## src/rtl/inst_fetch_port_if.sv

```systemverilog
// Byte-wide instruction memory read bus used by inst_fetch_port.
interface inst_fetch_port_if #(
  parameter int unsigned MEM_AW = 32
);
  logic [MEM_AW-1:0] mem_addr;
  logic              mem_rd;
  logic [7:0]        mem_rdata;
  logic              mem_ready;

  modport master (
    output mem_addr,
    output mem_rd,
    input  mem_rdata,
    input  mem_ready
  );

  modport slave (
    input  mem_addr,
    input  mem_rd,
    output mem_rdata,
    output mem_ready
  );
endinterface

```

## src/rtl/inst_fetch_port.sv

```systemverilog
// IF-stage fetch responder: assembles a little-endian word from four byte reads.
// Optional next-word prefetch buffer enabled by macro INST_FETCH_PREFETCH_EN.
module inst_fetch_port #(
  parameter int unsigned MEM_AW = 32
) (
  input  logic               clk,
  input  logic               rst,
  input  logic [31:0]        pc,
  input  logic               ce,
  output logic [31:0]        inst,
  output logic [31:0]        inst_pc,
  output logic               inst_valid,
  output logic               inst_misaligned,
  output logic               stallreq,
  inst_fetch_port_if.master  mem
);

`ifdef INST_FETCH_PREFETCH_EN
  typedef enum logic [1:0] {StIdle, StFetch, StPref} state_e;
  logic [31:0] pbuf;
  logic        pbuf_valid;
  logic        pbuf_hit;
`else
  typedef enum logic [1:0] {StIdle, StFetch} state_e;
`endif

  state_e      state;
  logic [31:0] req_pc;
  logic [1:0]  byte_cnt;
  logic [31:0] asm_word;
  logic        hit;
  logic        new_fetch;
  logic [31:0] next_pc;
  logic [31:0] word;

  function automatic logic [MEM_AW-1:0] byte_addr(input logic [31:0] a, input logic [1:0] b);
    logic [31:0] full;
    full = {a[31:2], b};
    return full[MEM_AW-1:0];
  endfunction

  assign hit             = inst_valid && (pc == inst_pc);
  assign inst_misaligned = ce && (pc[1:0] != 2'b00);
  assign stallreq        = ce && !hit && !inst_misaligned;
  assign next_pc         = req_pc + 32'd4;
  assign word            = {mem.mem_rdata, asm_word[23:0]};

`ifdef INST_FETCH_PREFETCH_EN
  assign pbuf_hit = (state == StIdle) && pbuf_valid && (pc == req_pc) && !hit;
`endif

  // A new demand fetch (fresh miss or redirect) restarts from byte 0 of pc.
  always_comb begin
    new_fetch = 1'b0;
    unique case (state)
`ifdef INST_FETCH_PREFETCH_EN
      StIdle:  new_fetch = !hit && !pbuf_hit;
      StPref:  new_fetch = (pc != req_pc) && (pc != inst_pc);
`else
      StIdle:  new_fetch = !hit;
`endif
      StFetch: new_fetch = (pc != req_pc);
      default: new_fetch = 1'b0;
    endcase
  end

  always_ff @(posedge clk) begin
    if (rst) begin
      state        <= StIdle;
      req_pc       <= '0;
      byte_cnt     <= '0;
      asm_word     <= '0;
      inst         <= '0;
      inst_pc      <= '0;
      inst_valid   <= 1'b0;
      mem.mem_rd   <= 1'b0;
      mem.mem_addr <= '0;
`ifdef INST_FETCH_PREFETCH_EN
      pbuf         <= '0;
      pbuf_valid   <= 1'b0;
`endif
    end else if (!ce) begin
      state      <= StIdle;
      inst_valid <= 1'b0;
      inst       <= '0;
      mem.mem_rd <= 1'b0;
`ifdef INST_FETCH_PREFETCH_EN
      pbuf_valid <= 1'b0;
`endif
    end else if (inst_misaligned) begin
      // No fetch for a misaligned pc; the trap is raised downstream.
      state      <= StIdle;
      inst_valid <= 1'b0;
      mem.mem_rd <= 1'b0;
`ifdef INST_FETCH_PREFETCH_EN
      pbuf_valid <= 1'b0;
`endif
    end else if (new_fetch) begin
      state        <= StFetch;
      req_pc       <= pc;
      byte_cnt     <= 2'd0;
      inst_valid   <= 1'b0;
      mem.mem_rd   <= 1'b1;
      mem.mem_addr <= byte_addr(pc, 2'd0);
`ifdef INST_FETCH_PREFETCH_EN
      pbuf_valid   <= 1'b0;
`endif
    end else begin
      unique case (state)
        StIdle: begin
`ifdef INST_FETCH_PREFETCH_EN
          if (pbuf_hit) begin
            inst         <= pbuf;
            inst_pc      <= req_pc;
            inst_valid   <= 1'b1;
            pbuf_valid   <= 1'b0;
            req_pc       <= next_pc;
            byte_cnt     <= 2'd0;
            mem.mem_rd   <= 1'b1;
            mem.mem_addr <= byte_addr(next_pc, 2'd0);
            state        <= StPref;
          end
`endif
        end
        StFetch: begin
          if (mem.mem_ready) begin
            asm_word[8*byte_cnt +: 8] <= mem.mem_rdata;
            if (byte_cnt == 2'd3) begin
              inst       <= word;
              inst_pc    <= req_pc;
              inst_valid <= 1'b1;
`ifdef INST_FETCH_PREFETCH_EN
              req_pc       <= next_pc;
              byte_cnt     <= 2'd0;
              mem.mem_addr <= byte_addr(next_pc, 2'd0);
              state        <= StPref;
`else
              mem.mem_rd <= 1'b0;
              state      <= StIdle;
`endif
            end else begin
              byte_cnt     <= byte_cnt + 2'd1;
              mem.mem_addr <= byte_addr(req_pc, byte_cnt + 2'd1);
            end
          end
        end
`ifdef INST_FETCH_PREFETCH_EN
        StPref: begin
          if (mem.mem_ready) begin
            asm_word[8*byte_cnt +: 8] <= mem.mem_rdata;
            if (byte_cnt == 2'd3) begin
              if (pc == req_pc) begin
                // Prefetch turned into the demand fetch: deliver and run ahead again.
                inst         <= word;
                inst_pc      <= req_pc;
                inst_valid   <= 1'b1;
                req_pc       <= next_pc;
                byte_cnt     <= 2'd0;
                mem.mem_addr <= byte_addr(next_pc, 2'd0);
              end else begin
                pbuf       <= word;
                pbuf_valid <= 1'b1;
                mem.mem_rd <= 1'b0;
                state      <= StIdle;
              end
            end else begin
              byte_cnt     <= byte_cnt + 2'd1;
              mem.mem_addr <= byte_addr(req_pc, byte_cnt + 2'd1);
            end
          end
        end
`endif
        default: state <= StIdle;
      endcase
    end
  end

endmodule

```

## src/flat_wrapper.sv

```systemverilog
// flat-port wrapper written by rule: the top's interface ports become plain ports
module inst_fetch_port_flat 
#(
  parameter int unsigned MEM_AW = 32
)
  (clk, rst, pc, ce, inst, inst_pc, inst_valid, inst_misaligned, stallreq, mem_mem_addr, mem_mem_rd, mem_mem_rdata, mem_mem_ready);
  inst_fetch_port_if #(.MEM_AW(MEM_AW)) mem_i ();
  input  logic clk;
  input  logic rst;
  input  logic [31:0] pc;
  input  logic ce;
  output logic [31:0] inst;
  output logic [31:0] inst_pc;
  output logic inst_valid;
  output logic inst_misaligned;
  output logic stallreq;
  output wire logic [$bits(mem_i.mem_addr)-1:0] mem_mem_addr;
  output wire logic [$bits(mem_i.mem_rd)-1:0] mem_mem_rd;
  input wire logic [$bits(mem_i.mem_rdata)-1:0] mem_mem_rdata;
  input wire logic [$bits(mem_i.mem_ready)-1:0] mem_mem_ready;
  assign mem_mem_addr = mem_i.mem_addr;
  assign mem_mem_rd = mem_i.mem_rd;
  assign mem_i.mem_rdata = mem_mem_rdata;
  assign mem_i.mem_ready = mem_mem_ready;
  inst_fetch_port #(.MEM_AW(MEM_AW)) u_core (.clk(clk), .rst(rst), .pc(pc), .ce(ce), .inst(inst), .inst_pc(inst_pc), .inst_valid(inst_valid), .inst_misaligned(inst_misaligned), .stallreq(stallreq), .mem(mem_i));
endmodule
```

## config.mk

```make
export PLATFORM = sky130hd
export DESIGN_NAME = inst_fetch_port_flat
export DESIGN_NICKNAME = d
export VERILOG_FILES = /design/src/rtl/inst_fetch_port_if.sv /design/src/rtl/inst_fetch_port.sv /design/src/flat_wrapper.sv
export SDC_FILE = /design/constraint.sdc
export NUM_CORES = 1
export LEC_CHECK = 0
export BUFFER_PORTS_ARGS = -buffer_cell sky130_fd_sc_hd__buf_4
export CAP_MARGIN = 20
export CORE_AREA = 2 2 126 128
export CTS_CLUSTER_DIAMETER = 80
export DETAILED_ROUTE_END_ITERATION = 7
export DIE_AREA = 0 0 128 130
export PLACE_DENSITY = 0.67
export SLEW_MARGIN = 20
export SYNTH_ARGS = -nofsm -noshare
export SYNTH_HDL_FRONTEND = slang
export SYNTH_SLANG_ARGS = --single-unit
```

## constraint.sdc

```tcl
create_clock -name clk -period 6.2 [get_ports clk]
set_input_delay 0.62 -clock clk [delete_from_list [all_inputs] [get_ports clk]]
set_output_delay 0.62 -clock clk [all_outputs]
set_load 0.02 [all_outputs]
```

==> metrics.yaml <==
run_status: "completed"
ys_seq_area_share_pct: 46.10
grt_antenna_before_repair: 0
cts_hold_buf: 0
gr-usage-all-layers_pct: 22.72
cp.required_ps: 6480
fin_crit_sh_pct: 56.30
cts_made_buffers: 17
period_minus_slack_ps: 3490
grt_pass1_vias: 5312
die_area_um2: 16640
synth_cells: 724
leakagePower_nw: 3.613
clk-insertion-delay-late_ps: 430
maxCapViolations: 0
n_antenna_cell: 0
synth_area_leader_cell: "dfxtp_1"
syn_area_per_cell_um2: 9.298
first_iter_violations: 376
cp_max_fo: 32
synth.top_cell.area_share_pct: 46.10
hold_violations: 0
synthTopCellsByArea: "dfxtp_1 46%, mux2i_1 14%, nor2_1 5.5%, nor3_1 4.8%, a2111oi_0 3.9%"
synth_nets: 773
drv_slew: 0
tns_ps: 0
max_freq_mhz: 286.5
die_h_um: 130
netlist_area_um2: 6731
rows: 46
grt_pass1_wl_um: 29170
end_kind: "flip-flop"
overflow: 0
yosysMostFrequentCell: "dfxtp_1"
wl_um: 18680
synth_flop_cell: "dfxtp_1"
path_clk_slew_ps: 60
core-area_um2: 15420
io_buffer_count: 143
pin_count: 144
p_per_area_nw_per_um2: 262.6
clockRootBuffer: "clkbuf_16"
r2r_slack_ps: 2710
crit_type: "reg2reg"
route.detailed.drc: 0
yosysWarnings: 0
cts_tree: "yes"
vias_per_cell: 5.423
tightest_slew_ps: 1053
cts_sinks: 155
rsz0062_at_grt: "no"
grt_max_degree: 91
place.gp.congestion: 0.8905
worstSetupStartpointType: "flip-flop"
die_w_um: 128
yosysUniqueCellTypes: 37
worst_ir_drop_vdd_v: 0.0001772
dp_cells: 1019
h-tree-depth: 4
cts-resized-gates: 0
ant_nets: 0
synthTopCellsByCount: "155 x dfxtp_1, 99 x nor2_1, 92 x mux2i_1"
fin_worst_skew_ps: 9.353
synth-async-reset-ratio_pct: 0
first_pass_iters: 5
start_util_pct: 43.64
drive_gt1_share_pct: 21.65
crit_arrival_ps: 3770
synth_edf_count: 0
max-slew-margin-rel_pct: 29.78
vias: 5700
area_delta_synth_final_pct: 26.21
dp_hpwl_um: 12920
setup_viol: 0
fin_nets: 895
synth-seq-cells: 155
wire_per_inst_um: 17.78
post_cts_buffers: 0
hold_class: "in2reg"
clockBufferDepth: 2
fin_cells: 1051
fin_util_pct: 55.08
## worst paths after layout
check	endpoint	cells past startpoint	start
hold / removal	u_core.inst_pc[5]	2	rst
setup reg to reg	u_core.inst_pc[22]	7	u_core.req_pc[18]
hold reg to reg	u_core.mem.mem_rd	2	u_core.mem.mem_rd
setup / recovery	u_core.inst_pc[22]	7	u_core.req_pc[18]
## logic make-up after synthesis
group / count (synthesis) / share of synthesized area, %
compound gates: 67 / 8.253
xor+xnor: 55 / 7.156
fa+ha+maj: 5 / 0.9294
buf+inv: 90 / 5.669
flops: 155 / 46.10
mux: 92 / 13.68
simple gates: 260 / 18.22
## state kept, by name, summed over array words and instances (netlist names)
name / cells
u_core.mem.mem_addr: 32
u_core.state: 1
u_core.inst: 32
u_core.req_pc: 32
u_core.inst_valid: 1
u_core.mem.mem_rd: 1
u_core.inst_pc: 32
u_core.asm_word: 24
## cells in the final DEF, fill, tap and decap left out, types with 2 or more instances in the layout
| master | n |
|---|---|
| clkbuf_1 | 3 |
| nor2_1 | 99 |
| nand2b_1 | 8 |
| inv_1 | 42 |
| bufinv_16 | 2 |
| dfxtp_1 | 155 |
| buf_4 | 150 |
| nand2_1 | 15 |
| xnor2_1 | 28 |
| nor4b_1 | 2 |
| xor2_1 | 27 |
| clkinvlp_4 | 4 |
| a2111oi_0 | 30 |
| a22o_1 | 2 |
| or3_1 | 2 |
| o31ai_1 | 24 |
| o2111ai_1 | 2 |
| clkbuf_16 | 17 |
| nor4_1 | 14 |
| nand4_1 | 9 |
| clkbuf_8 | 3 |
| nor2b_1 | 2 |
| and3_1 | 5 |
| o221ai_1 | 3 |
| and2_1 | 2 |
| ha_1 | 5 |
| nand3_1 | 33 |
| nor3_1 | 64 |
| mux2i_1 | 92 |
## stage by stage
stage | cell area [um2] | total power [mW] | setup slack [ps] | hold slack (ps)
after floorplan | 6731 | 1.133 | 3409 | 445.7
after global placement | 7903 | 1.216 | 2432 | 452.3
after detailed placement | 7905 | 1.216 | 2405 | 461.0
after CTS | 8496 | 2.248 | 2767 | 412.2
after global routing | 8496 | 2.295 | 2514 | 428.9
final | 8496 | 2.231 | 2710 | 426.7
## worst max-delay path: stages, from the launching register on
cell and delay, ps:
dfxtp_1 340, xor2_1 200, nor4_1 380, nand4_1 130, or4_1 740, or4_2 1130, mux2i_1 340, nor2_1 60
## final cells by class
cell class	count	area [um2]
fillers	1452	6929
multi-input cells	479	3274
flip-flops and latches	155	3103
repair buffers	150	1126
clock buffers	23	478.0
well taps	192	240.2
inverters	43	161.4
clock inverters	9	112.6
## power breakdown
part	leakage [nW]	internal, mW	switching [mW]	total, mW
logic	2.08	0.0657	0.101	0.167
registers	1.25	1.01	0.0150	1.03
clock network	0.276	0.626	0.410	1.04
## layer usage
metal  vias up  track usage [%]  wire length, um
met5         -                0                0
met4         0            8.597              436
met3        30            4.305              857
met2       163            38.16             9004
met1      2701            29.23             8383
li1       2806                -                -
(Power assumes the default switching activity.)
